### config.mk
export PLATFORM = sky130hd
export DESIGN_NAME = lfsr_10bit_unit
export DESIGN_NICKNAME = d
export VERILOG_FILES = /design/src/rtl/lfsr_10bit_unit.sv
export SDC_FILE = /design/constraint.sdc
export NUM_CORES = 1
export LEC_CHECK = 0
export ABC_AREA = 1
export CAP_MARGIN = 25
export CORE_MARGIN = 5
export CORE_UTILIZATION = 50
export CTS_CLUSTER_DIAMETER = 40
export DETAILED_ROUTE_END_ITERATION = 10
export PLACE_DENSITY = 0.93
export SYNTH_ARGS = -nofsm -noshare
export SYNTH_HDL_FRONTEND = slang
export SYNTH_SLANG_ARGS = --single-unit
### constraint.sdc
create_clock -name clk -period 2.7 [get_ports clk]
set_input_delay 0.675 -clock clk [delete_from_list [all_inputs] [get_ports clk]]
set_output_delay 0.675 -clock clk [all_outputs]
set_load 0.01 [all_outputs]
### src/rtl/lfsr_10bit_unit.sv
// lfsr_10bit_unit: maximal-length Fibonacci LFSR with registered wrap tick
//   clk          rising-edge clock
//   rst_en       asynchronous active-low reset, loads SEED and clears the tick
//   sh_en        advance one step per clock while high
//   Q_out        current LFSR state (WIDTH bits)
//   max_tick_reg one-cycle pulse on the edge whose shift lands back on SEED
module lfsr_10bit_unit #(
    parameter int               WIDTH = 17,
    parameter logic [WIDTH-1:0] SEED  = WIDTH'(1)
) (
    input  logic             clk,
    input  logic             rst_en,
    input  logic             sh_en,
    output logic [WIDTH-1:0] Q_out,
    output logic             max_tick_reg
);
    // Tap bitmask per width: bit t-1 set for each tap t in the polynomial
    function automatic logic [23:0] tap_mask(input int w);
        case (w)
            3:       tap_mask = 24'h000006;
            4:       tap_mask = 24'h00000C;
            5:       tap_mask = 24'h000014;
            6:       tap_mask = 24'h000030;
            7:       tap_mask = 24'h000060;
            8:       tap_mask = 24'h0000B8;
            9:       tap_mask = 24'h000110;
            10:      tap_mask = 24'h000240;
            11:      tap_mask = 24'h000500;
            12:      tap_mask = 24'h000829;
            13:      tap_mask = 24'h00100D;
            14:      tap_mask = 24'h002015;
            15:      tap_mask = 24'h006000;
            16:      tap_mask = 24'h00D008;
            17:      tap_mask = 24'h012000;
            18:      tap_mask = 24'h020400;
            19:      tap_mask = 24'h040023;
            20:      tap_mask = 24'h090000;
            21:      tap_mask = 24'h140000;
            22:      tap_mask = 24'h300000;
            23:      tap_mask = 24'h420000;
            24:      tap_mask = 24'hE10000;
            default: tap_mask = 24'h000000;
        endcase
    endfunction

    localparam logic [WIDTH-1:0] TAPS     = WIDTH'(tap_mask(WIDTH));
    // An all-zero seed would lock the register, so it is replaced by 1
    localparam logic [WIDTH-1:0] SEED_EFF = (SEED == '0) ? WIDTH'(1) : SEED;

    logic [WIDTH-1:0] r_q;
    logic [WIDTH-1:0] w_next;
    logic             r_tick;
    logic             w_zero;
    logic             w_fb;

    always_comb begin
        w_zero = (r_q == '0);
        w_fb   = ^(r_q & TAPS);
        // Zero state is a lock-up (e.g. upset); recover by reloading the seed
        w_next = w_zero ? SEED_EFF : {r_q[WIDTH-2:0], w_fb};
    end

    always_ff @(posedge clk or negedge rst_en) begin
        if (!rst_en) begin
            r_q    <= SEED_EFF;
            r_tick <= 1'b0;
        end else begin
            if (sh_en) r_q <= w_next;
            r_tick <= sh_en && !w_zero && (w_next == SEED_EFF);
        end
    end

    assign Q_out        = r_q;
    assign max_tick_reg = r_tick;
endmodule

==> key figures <==
Clocking
  – Root Driver: clkbuf_4
  – Cts repair resizes: 0
  – Setup Fix Bufs, Post-CTS: 0
  – H-Tree Level Count: 1
  – Cts hold-fix bufs: 0
  – CTS Buf Count: 3
  – CTS tree: yes
  – Clk buf depth: 2
  – Worst-path clk slew: 0.09 ns
  – Clk sinks: 18
  – Worst skew pair latency: 0.30 ns

Global route
  – Wire length of the first global-routing pass: 2800 um
  – Vias in the first global route: 635
  – Total Routing Usage GR: 14.3%
  – Initial antenna violation count: 0
  – Pin count of the biggest net entering global routing: 36
  – GR Overflow Total: 0

Critical path
  – Worst setup path endpoint: Q_out[0]
  – Worst path slowest cell: dfstp_2
  – CP bufs+invs: 1
  – Reg2reg setup slack: 1.56 ns
  – CP startpoint: Q_out[0]$_DFFE_PN1P_
  – Worst r2r dst: max_tick_reg$_DFF_PN0_
  – Critical path cell sequence: clkdlybuf4s50_1
  – Worst r2r src: Q_out[13]$_DFFE_PN0P_
  – Crit path depth: 1
  – WS Path Type: reg -> out
  – Critical Path RT: 2.03 ns
  – CP endpoint kind: output port
  – Worst setup SP type: register
  – R2R cell count: 7
  – Cell family with most CP delay: flip-flops
  – Worst-path maximum fanout: 3
  – Worst path arrival time: 1.38 ns
  – Crit-path max cell delay: 0.55 ns

Yosys
  – Synth warnings: 0
  – Post-synth EDFFs: 0
  – Post-synth top area cell: dfrtp_1
  – Synth top cells by count: dfrtp_1, nand2_1, o21ai_0
  – Post-synthesis area per instance: 8.76 um^2
  – Syn Nets: 95
  – Seq/Total Area, Yosys: 56.1%
  – Mapped Area: 806 um^2
  – Library cells used by synthesis: 21
  – Share of the synthesized area in the top cell type: 52.8%
  – Most frequent cell after synthesis: dfrtp_1
  – Gate Count Post-Synth: 92
  – Ys flop type: dfrtp_1
  – #FFs+latches synth: 18
  – Top cells by area, synth: dfrtp_1, o21ai_0, nand2_1
  – Asr flop ratio synth: 100%

Timing
  – Slew headroom: 49.0%
  – Finish-stage setup viols: 0
  – Min cycle time layout: 2.06 ns
  – Max Clk Rate: 0.486 GHz
  – RSZ-0062 raised after global routing: no
  – Setup tns final: 0 ns
  – Tcrit/Tclk final: 76.2%
  – Hold Slack: 0.517 ns
  – Worst-margin pin slew: 0.762 ns
  – Layout Skew: 0.00108 ns
  – Max Slew Vio Count: 0
  – Final hold violations: 0

Floorplan
  – Io pins: 21
  – Die Ht: 50.1 um
  – Rows: 14
  – Core Box Area: 1520 um^2
  – Effective utilization at floorplan: 52.9%
  – Die Wd: 50.1 um
  – Die area: 2510 um^2

Power
  – PwrDens: 710 nW/um^2
  – Worst IR Drop VDD: 0.000432 V
  – Leakage: 0.466 nW
  – Total power: 742 uW

Worst hold path
  – Hold Crit Class: reg -> reg

Route
  – Met1 Routed Length: 660 um
  – TritonRoute pass-1 iters: 5
  – Vias: 673
  – Top Layer Used: met4
  – DRT Wirelength: 1540 um
  – Detail Route Antenna Nets: 0
  – Via/cell ratio: 5.22
  – Met3 WL: 101 um
  – DRC errors left: 0
  – Initial drt markers: 11
  – Metal2 WL: 727 um
  – Drt wl/cell: 11.9 um

Final layout
  – Largest register FFs: 17
  – Syn-to-layout area delta: 29.7%
  – # diodes: 0
  – Final Util: 68.6%
  – Finished Layout Cells: 129
  – Final Net Count: 117
  – Seq. cell area: 452 um^2
  – Layout cells sized above 1: 15.0%
  – FILL cells: 123
  – Multi-input logic area: 275 um^2

Placement
  – RePlAce Congestion: 0.783
  – Placed cells: 125
  – HPWL after DPL: 1140 um
  – # port buffers: 20

Outcome
  – Outcome: finished, final reports clean

Job
  – Max-cap viol count: 0
==> worst min path at each step <==
stage / startpoint / endpoint / slack [ns] / cells after the start
2_1_floorplan: rst_en / Q_out[10]$_DFFE_PN0P_ / 0.38 / 0
5_1_grt: Q_out[0]$_DFFE_PN1P_ / Q_out[0]$_DFFE_PN1P_ / 0.57 / 2
3_5_place_dp: Q_out[2]$_DFFE_PN0P_ / Q_out[3]$_DFFE_PN0P_ / 0.50 / 2
3_3_place_gp: Q_out[2]$_DFFE_PN0P_ / Q_out[3]$_DFFE_PN0P_ / 0.49 / 2
4_1_cts: Q_out[0]$_DFFE_PN1P_ / Q_out[0]$_DFFE_PN1P_ / 0.52 / 2
6_report: Q_out[0]$_DFFE_PN1P_ / Q_out[0]$_DFFE_PN1P_ / 0.52 / 2
==> kinds of logic (layout without fill, tap and decap cells) <==
family                    Yosys count  in the layout  share of synthesized area, %
DFF                                18             18                          56.1
buffers and inverters              18             39                          9.78
AOI/OAI and AO/OA                  17             17                          10.6
and+or+nand+nor                    38             38                          22.5
xor gates and xnor gates            1              1                          1.09
==> layout make-up <==
type                            count  share of cell area (%)
Timing Repair Buffer               21                    19.9
Clock buffer                        4                    3.47
Multi-Input combinational cell     56                    26.3
Sequential cell                    18                    43.2
Tap cell                           16                    1.92
Inverter                           14                    5.15
==> metal layers <==
layer / track usage [%] / up-vias
li1: - / 327
met1: 18.3 / 317
met2: 22.6 / 24
met3: 2.07 / 5
met4: 9.17 / 0
met5: 0 / -
==> layout by cell type (no fill, tap or decap), drive strengths merged <==
master / count
dfstp: 1
nand4: 1
nand3: 7
inv: 13
dfrtp: 17
clkinv: 1
xnor2: 1
o21ai: 14
and3: 1
clkbuf: 4
a21oi: 3
clkdlybuf4s50: 20
nor3: 1
buf: 1
nor2: 11
nand2: 17
==> per-stage QoR <==
stage	area, um^2	setup WS (ns)
2_1_floorplan	806	1.48
6_report	1040	0.644
4_1_cts	1040	0.634
3_3_place_gp	1010	0.958
3_5_place_dp	1010	0.930
5_1_grt	1040	0.607
==> report_power, final <==
part,switching (mW),internal [mW]
clock,0.0800,0.0824
sequential,0.0435,0.315
combinational,0.108,0.113
total,0.232,0.510
No activity file was read; power rests on OpenSTA's default activity.
